==> config.mk <==
export PLATFORM = sky130hd
export DESIGN_NAME = dircc_compute_scheduler_flat
export DESIGN_NICKNAME = d
export VERILOG_FILES = /design/src/rtl/dircc_compute_scheduler_if.sv /design/src/rtl/dircc_compute_scheduler.sv /design/src/flat_wrapper.sv
export SDC_FILE = /design/constraint.sdc
export NUM_CORES = 1
export LEC_CHECK = 0
export BUFFER_PORTS_ARGS = -buffer_cell sky130_fd_sc_hd__buf_2
export CAP_MARGIN = 20
export CORE_AREA = 2 2 225 227
export DETAILED_ROUTE_END_ITERATION = 12
export DIE_AREA = 0 0 227 229
export GPL_TIMING_DRIVEN = 0
export PLACE_DENSITY = 0.48
export SKIP_CTS_REPAIR_TIMING = 1
export SYNTH_ARGS = -nofsm -noshare
export SYNTH_HDL_FRONTEND = slang
export SYNTH_SLANG_ARGS = --single-unit
==> constraint.sdc <==
create_clock -name clk -period 16.6 [get_ports clk]
set_clock_uncertainty 0.2 [all_clocks]
set_input_delay 1.66 -clock clk [delete_from_list [all_inputs] [get_ports clk]]
set_output_delay 1.66 -clock clk [all_outputs]
set_load 0.01 [all_outputs]
==> src/rtl/dircc_compute_scheduler_if.sv <==
// Bus bundle between the compute scheduler, the device state memory port and the compute handler.
// The scheduler drives the master modport; the memory/handler side uses the slave modport.
interface dircc_compute_scheduler_if #(
    parameter int ADDRESS_MEM_WIDTH = 32,
    parameter int STATE_WIDTH       = 128
);
    logic [ADDRESS_MEM_WIDTH-1:0] mem_address;
    logic                         mem_read;
    logic                         mem_write;
    logic [STATE_WIDTH-1:0]       mem_writedata;
    logic [STATE_WIDTH-1:0]       mem_readdata;
    logic                         mem_waitrequest;
    logic [ADDRESS_MEM_WIDTH-1:0] compute_address;
    logic [STATE_WIDTH-1:0]       compute_read_state;
    logic [STATE_WIDTH-1:0]       compute_write_state;
    logic                         compute_valid;

    modport master (
        output mem_address, mem_read, mem_write, mem_writedata,
        output compute_address, compute_read_state,
        input  mem_readdata, mem_waitrequest,
        input  compute_write_state, compute_valid
    );

    modport slave (
        input  mem_address, mem_read, mem_write, mem_writedata,
        input  compute_address, compute_read_state,
        output mem_readdata, mem_waitrequest,
        output compute_write_state, compute_valid
    );
endinterface

==> src/rtl/dircc_compute_scheduler.sv <==
// Round-robin sweep of the compute handler over all thread contexts in the device state memory.
// Optional DIRCC_SCHED_STATS_EN adds saturating update_count / sweep_count outputs.
module dircc_compute_scheduler #(
    parameter int THREAD_COUNT      = 4,
    parameter int ADDRESS_MEM_WIDTH = 32,
    parameter int STATE_WIDTH       = 128,
    parameter int READ_LATENCY      = 1
) (
    input  logic                        clk,
    input  logic                        reset,
    input  logic                        enable,
    dircc_compute_scheduler_if.master   bus,
    output logic                        sweep_done,
    output logic                        active
`ifdef DIRCC_SCHED_STATS_EN
    ,
    output logic [31:0]                 update_count,
    output logic [31:0]                 sweep_count
`endif
);

    localparam int LAT_W = $clog2(READ_LATENCY + 1);
    localparam logic [LAT_W-1:0] LAT_INIT = LAT_W'(READ_LATENCY);
    localparam logic [LAT_W-1:0] LAT_LAST = LAT_W'(1);
    localparam logic [ADDRESS_MEM_WIDTH-1:0] LAST_IDX = ADDRESS_MEM_WIDTH'(THREAD_COUNT - 1);

    typedef enum logic [2:0] {
        S_IDLE,
        S_RD_REQ,
        S_RD_WAIT,
        S_COMPUTE,
        S_EVAL,
        S_WR,
        S_NEXT
    } state_t;

    state_t                       state;
    state_t                       state_nxt;
    logic [ADDRESS_MEM_WIDTH-1:0] index;
    logic [LAT_W-1:0]             lat_cnt;
    logic [STATE_WIDTH-1:0]       state_q;
    logic [STATE_WIDTH-1:0]       wr_data_q;
    logic                         rd_req;
    logic                         wr_req;
    logic                         wrap;

    assign wrap = (index == LAST_IDX);

    always_ff @(posedge clk or posedge reset) begin
        if (reset) begin
            state <= S_IDLE;
        end else begin
            state <= state_nxt;
        end
    end

    // Enable is only consulted between threads, so a thread always finishes its write-back.
    always_comb begin
        state_nxt = state;
        rd_req    = 1'b0;
        wr_req    = 1'b0;
        case (state)
            S_IDLE: begin
                if (enable) state_nxt = S_RD_REQ;
            end
            S_RD_REQ: begin
                rd_req = 1'b1;
                if (!bus.mem_waitrequest) state_nxt = S_RD_WAIT;
            end
            S_RD_WAIT: begin
                if (lat_cnt == LAT_LAST) state_nxt = S_COMPUTE;
            end
            S_COMPUTE: begin
                state_nxt = S_EVAL;
            end
            S_EVAL: begin
                state_nxt = bus.compute_valid ? S_WR : S_NEXT;
            end
            S_WR: begin
                wr_req = 1'b1;
                if (!bus.mem_waitrequest) state_nxt = S_NEXT;
            end
            S_NEXT: begin
                state_nxt = enable ? S_RD_REQ : S_IDLE;
            end
            default: begin
                state_nxt = S_IDLE;
            end
        endcase
    end

    // Read data is valid on the READ_LATENCY-th cycle after the accepting edge.
    always_ff @(posedge clk or posedge reset) begin
        if (reset) begin
            index     <= '0;
            lat_cnt   <= '0;
            state_q   <= '0;
            wr_data_q <= '0;
        end else begin
            case (state)
                S_RD_REQ: begin
                    if (!bus.mem_waitrequest) lat_cnt <= LAT_INIT;
                end
                S_RD_WAIT: begin
                    if (lat_cnt == LAT_LAST) begin
                        state_q <= bus.mem_readdata;
                    end else begin
                        lat_cnt <= lat_cnt - LAT_W'(1);
                    end
                end
                S_EVAL: begin
                    if (bus.compute_valid) wr_data_q <= bus.compute_write_state;
                end
                S_NEXT: begin
                    index <= wrap ? '0 : index + ADDRESS_MEM_WIDTH'(1);
                end
                default: begin
                end
            endcase
        end
    end

    assign bus.mem_address        = index;
    assign bus.mem_read           = rd_req;
    assign bus.mem_write          = wr_req;
    assign bus.mem_writedata      = wr_data_q;
    assign bus.compute_address    = index;
    assign bus.compute_read_state = state_q;
    assign sweep_done             = (state == S_NEXT) && wrap;
    assign active                 = (state != S_IDLE);

`ifdef DIRCC_SCHED_STATS_EN
    function automatic logic [31:0] sat_inc(input logic [31:0] v);
        return (v == 32'hFFFF_FFFF) ? v : v + 32'd1;
    endfunction

    always_ff @(posedge clk or posedge reset) begin
        if (reset) begin
            update_count <= '0;
            sweep_count  <= '0;
        end else begin
            if ((state == S_WR) && !bus.mem_waitrequest) update_count <= sat_inc(update_count);
            if (sweep_done) sweep_count <= sat_inc(sweep_count);
        end
    end
`endif

endmodule

==> src/flat_wrapper.sv <==
// flat-port wrapper written by rule: the top's interface ports become plain ports
module dircc_compute_scheduler_flat 
#(
    parameter int THREAD_COUNT      = 4,
    parameter int ADDRESS_MEM_WIDTH = 32,
    parameter int STATE_WIDTH       = 128,
    parameter int READ_LATENCY      = 1
)
  (clk, reset, enable, sweep_done, active, bus_mem_address, bus_mem_read, bus_mem_write, bus_mem_writedata, bus_compute_address, bus_compute_read_state, bus_mem_readdata, bus_mem_waitrequest, bus_compute_write_state, bus_compute_valid);
  dircc_compute_scheduler_if #(.ADDRESS_MEM_WIDTH(ADDRESS_MEM_WIDTH), .STATE_WIDTH(STATE_WIDTH)) bus_i ();
  input  logic clk;
  input  logic reset;
  input  logic enable;
  output logic sweep_done;
  output logic active;
  output wire logic [$bits(bus_i.mem_address)-1:0] bus_mem_address;
  output wire logic [$bits(bus_i.mem_read)-1:0] bus_mem_read;
  output wire logic [$bits(bus_i.mem_write)-1:0] bus_mem_write;
  output wire logic [$bits(bus_i.mem_writedata)-1:0] bus_mem_writedata;
  output wire logic [$bits(bus_i.compute_address)-1:0] bus_compute_address;
  output wire logic [$bits(bus_i.compute_read_state)-1:0] bus_compute_read_state;
  input wire logic [$bits(bus_i.mem_readdata)-1:0] bus_mem_readdata;
  input wire logic [$bits(bus_i.mem_waitrequest)-1:0] bus_mem_waitrequest;
  input wire logic [$bits(bus_i.compute_write_state)-1:0] bus_compute_write_state;
  input wire logic [$bits(bus_i.compute_valid)-1:0] bus_compute_valid;
  assign bus_mem_address = bus_i.mem_address;
  assign bus_mem_read = bus_i.mem_read;
  assign bus_mem_write = bus_i.mem_write;
  assign bus_mem_writedata = bus_i.mem_writedata;
  assign bus_compute_address = bus_i.compute_address;
  assign bus_compute_read_state = bus_i.compute_read_state;
  assign bus_i.mem_readdata = bus_mem_readdata;
  assign bus_i.mem_waitrequest = bus_mem_waitrequest;
  assign bus_i.compute_write_state = bus_compute_write_state;
  assign bus_i.compute_valid = bus_compute_valid;
  dircc_compute_scheduler #(.THREAD_COUNT(THREAD_COUNT), .ADDRESS_MEM_WIDTH(ADDRESS_MEM_WIDTH), .STATE_WIDTH(STATE_WIDTH), .READ_LATENCY(READ_LATENCY)) u_core (.clk(clk), .reset(reset), .enable(enable), .bus(bus_i), .sweep_done(sweep_done), .active(active));
endmodule
==> impl_metrics.csv <==
group,metric,value,unit
drt,avgViaCountPerCell,4.04,
clock_tree,cts_tree,"done",
job,cap_violations,0,
power,p_per_area,188,nW/um^2
power,pwr-share-comb,0.364,
place,globalplace.congestion,0.787,
timing,max-slew-margin-rel,0.394,
timing,setup_tns,0,ns
power,leakagePower,0.00822,uW
place,place_ws,13.11,ns
clock_tree,cts_root_buffer,"clkbuf_16",
timing,slew_violations,0,
setup_path,crit_chain,"ha_1 -> nor4b_1 -> nand4_1 -> nor3_1 -> buf_2",
drt,drt-initial-drc-count,320,
synth,synth_compound_area_frac,0.00564,
timing,layout_min_cycle_time,3.99,ns
power,vdd_ir_drop_max,0.0851,mV
floorplan,core_area,49700,um^2
drt,remaining_drc_errors,0,
outcome,status,"completed",
floorplan,die_w,227,um
timing,period_share,0.241,
timing,setup_viol,0,
timing,holdWs,0.270,ns
floorplan,die_height,229,um
synth,synth.yosys.seq_area_share,0.634,
drt,first_pass_iters,4,
setup_path,start_kind,"flip-flop",
clock_tree,ctsLongestPathBuffers,3,
setup_path,crit_slowest_cell,"dfrtp_1",
synth,syn_inst,740,
synth,synth-adder-area-share,0.00109,
setup_path,critical-path-max-stage-delay,0.50,ns
power,clkPwrFrac,0.250,
synth,syn_area,11500,um^2
timing,hold_viol_final,0,
clock_tree,htreeDepth,2,
drt,vias,8322,
synth,yosysTopAreaCell,"dfrtp_1",
synth,synth_edf_count,0,
timing,setup_ws,12.61,ns
clock_tree,clock_sinks,292,
setup_path,cp_top_family,"simple AND/OR/NAND/NOR gates",
floorplan,die_area,52000,um^2
place,place.port_buffers,584,
timing,worst_pin_slew,0.901,ns
clock_tree,cts_buffers,36,
setup_path,cp_max_fo,7,
global_routing,grt_first_pass_wirelength,52400,um
power,p_total,3110,uW
synth,syn_area_per_cell,15.6,um^2
timing,fmax,250,MHz
setup_path,crit_required,14.74,ns
power,netSwitchingPower,1000,uW
power,p_seq_frac,0.386,
setup_path,worstPathArrival,2.13,ns
synth,yosysMostFrequentCell,"dfrtp_1",
setup_path,crit_buf_inv,1,
synth,synth_xor_area_frac,0.0220,
floorplan,std_cell_rows,82,
place,dp_hpwl,27100,um
timing,rsz0062_at_grt,"false",
power,swShare,0.322,
synth,synthMuxAreaShare,0.250,
final_layout,nets,1626,
final_layout,drive_above_1_share,0.697,
synth,synth_async_sr_flop_share,1.00,
floorplan,top_level_ports,585,
setup_path,path_class,"reg -> out",
setup_path,end_kind,"output pin",
clock_tree,clock_latency,0.51,ns
synth,yosysWarnings,0,
synth,synth_nets,1002,
power,internal_power,2110,uW
global_routing,grt_usage,0.130,
synth,synth_seq_cells,292,
clock_tree,clk_pin_slew_worst_paths,0.06,ns
final_layout,nFillCells,5092,
global_routing,antenna_found_initial,4,
min_path,hold_path_class,"reg -> reg",
final_layout,syn_to_final_growth,43.4,%
synth,synth_top_area_share,0.634,
synth,synth_cell_types,33,
synth,synthTopCellsByCount,"292 x dfrtp_1, 256 x mux2_2, 33 x buf_4",
synth,synth-main-ff-cell,"dfrtp_1",
drt,wire_per_inst,16.9,um
synth,synth_top_family_by_area,"multiplexers",
drt,wirelength,34700,um
floorplan,start_util,0.232,
global_routing,grt_pass1_vias,8654,
global_routing,grt_max_degree,118,
drt,ant_nets,0,
global_routing,overflow,0,
synth,synthTopCellsByArea,"dfrtp_1 63%, mux2_2 25%, buf_4 2.1%",
synth,synthSimpleGateAreaFrac,0.0455,
through the flow:
stage | cell area, um^2 | std cells | utilization
global placement | 15300 | 1996 | 0.308
global route | 16500 | 2057 | 0.333
finish | 16500 | 2059 | 0.333
CTS | 16500 | 2056 | 0.333
floorplan | 11500 | 740 | -
detailed placement | 15400 | 1998 | 0.309
state kept, by name, summed over array words and instances, names as in the netlist:
| name | flops |
|---|---|
| u_core.bus.compute_address | 32 |
| u_core.bus.mem_writedata | 128 |
| u_core.lat_cnt | 1 |
| u_core.state | 3 |
| u_core.bus.compute_read_state | 128 |
cell type report:
type                       count  area, um^2  share of cell area
clock inverter                 7        95.1             0.00575
buffer                        62         468              0.0283
antenna                        3        7.51            0.000454
multi-input combinational    382        3740               0.226
sequential                   292        7310               0.442
timing repair buffer         586        2980               0.180
tap                          672         841              0.0508
inverter                       4        22.5             0.00136
clock buffer                  51        1080              0.0652
layer usage:
metal  global-route usage  part of all wire  wire length [um]  up-vias
met2                0.231              0.51             17800      299
met3               0.0386             0.083              2880       55
met5                    0           0.00078                27        -
li1                     -                 -                 -     3844
met4               0.0429             0.024               820        4
met1                0.149              0.38             13200     4120
cells in the final DEF (no fill, tap or decap), types with 2 or more instances in the layout:
cell	Yosys	routed
buf_2	17	601
dfrtp_1	292	292
mux2_2	256	256
clkbuf_16	0	37
buf_4	33	33
xnor2_1	26	26
nand4_1	15	15
nand2_1	15	15
nand3_1	15	15
buf_6	12	12
clkbuf_8	0	10
nor4_1	8	8
nor2_1	7	7
nor3_1	6	6
o21ai_0	6	6
and3_1	4	4
clkbuf_1	0	4
diode_2	0	3
xor2_1	3	3
and4_1	3	3
nand2b_1	3	3
clkinv_2	0	3
nor4_4	2	2
inv_1	3	2
inv_8	0	2
bufinv_16	0	2
buf_16	0	2
cell families after synthesis:
kind of cell    Yosys count
mux                     256
fa+ha+maj                 1
flops                   292
xor+xnor                 29
simple gates             85
compound gates           11
buf+inv                  66
power by group through the flow:
stage	Sequential [uW]	Clock, uW	Combinational [uW]
after floorplan	1360	0	484
after CTS	1210	808	1160
final	1200	778	1130
after global placement	1210	0	1150
after detailed placement	1210	0	1160
after global routing	1250	837	1230
path summary, 6_finish.rpt:
kind                                                from                              to  slack, ns  depth (start not counted)
min in group asynchronous                          reset    u_core.bus.mem_writedata[98]       0.98                          2
max reg2reg                u_core.bus.compute_address[0]  u_core.bus.compute_address[28]      14.25                          5
max in group asynchronous                          reset    u_core.bus.mem_writedata[73]      14.22                          3
min                                       u_core.lat_cnt                  u_core.lat_cnt       0.27                          1
min reg2reg                               u_core.lat_cnt                  u_core.lat_cnt       0.27                          1
max                        u_core.bus.compute_address[0]                      sweep_done      12.61                          5
Note: power is estimated with default switching activity, not from simulation.
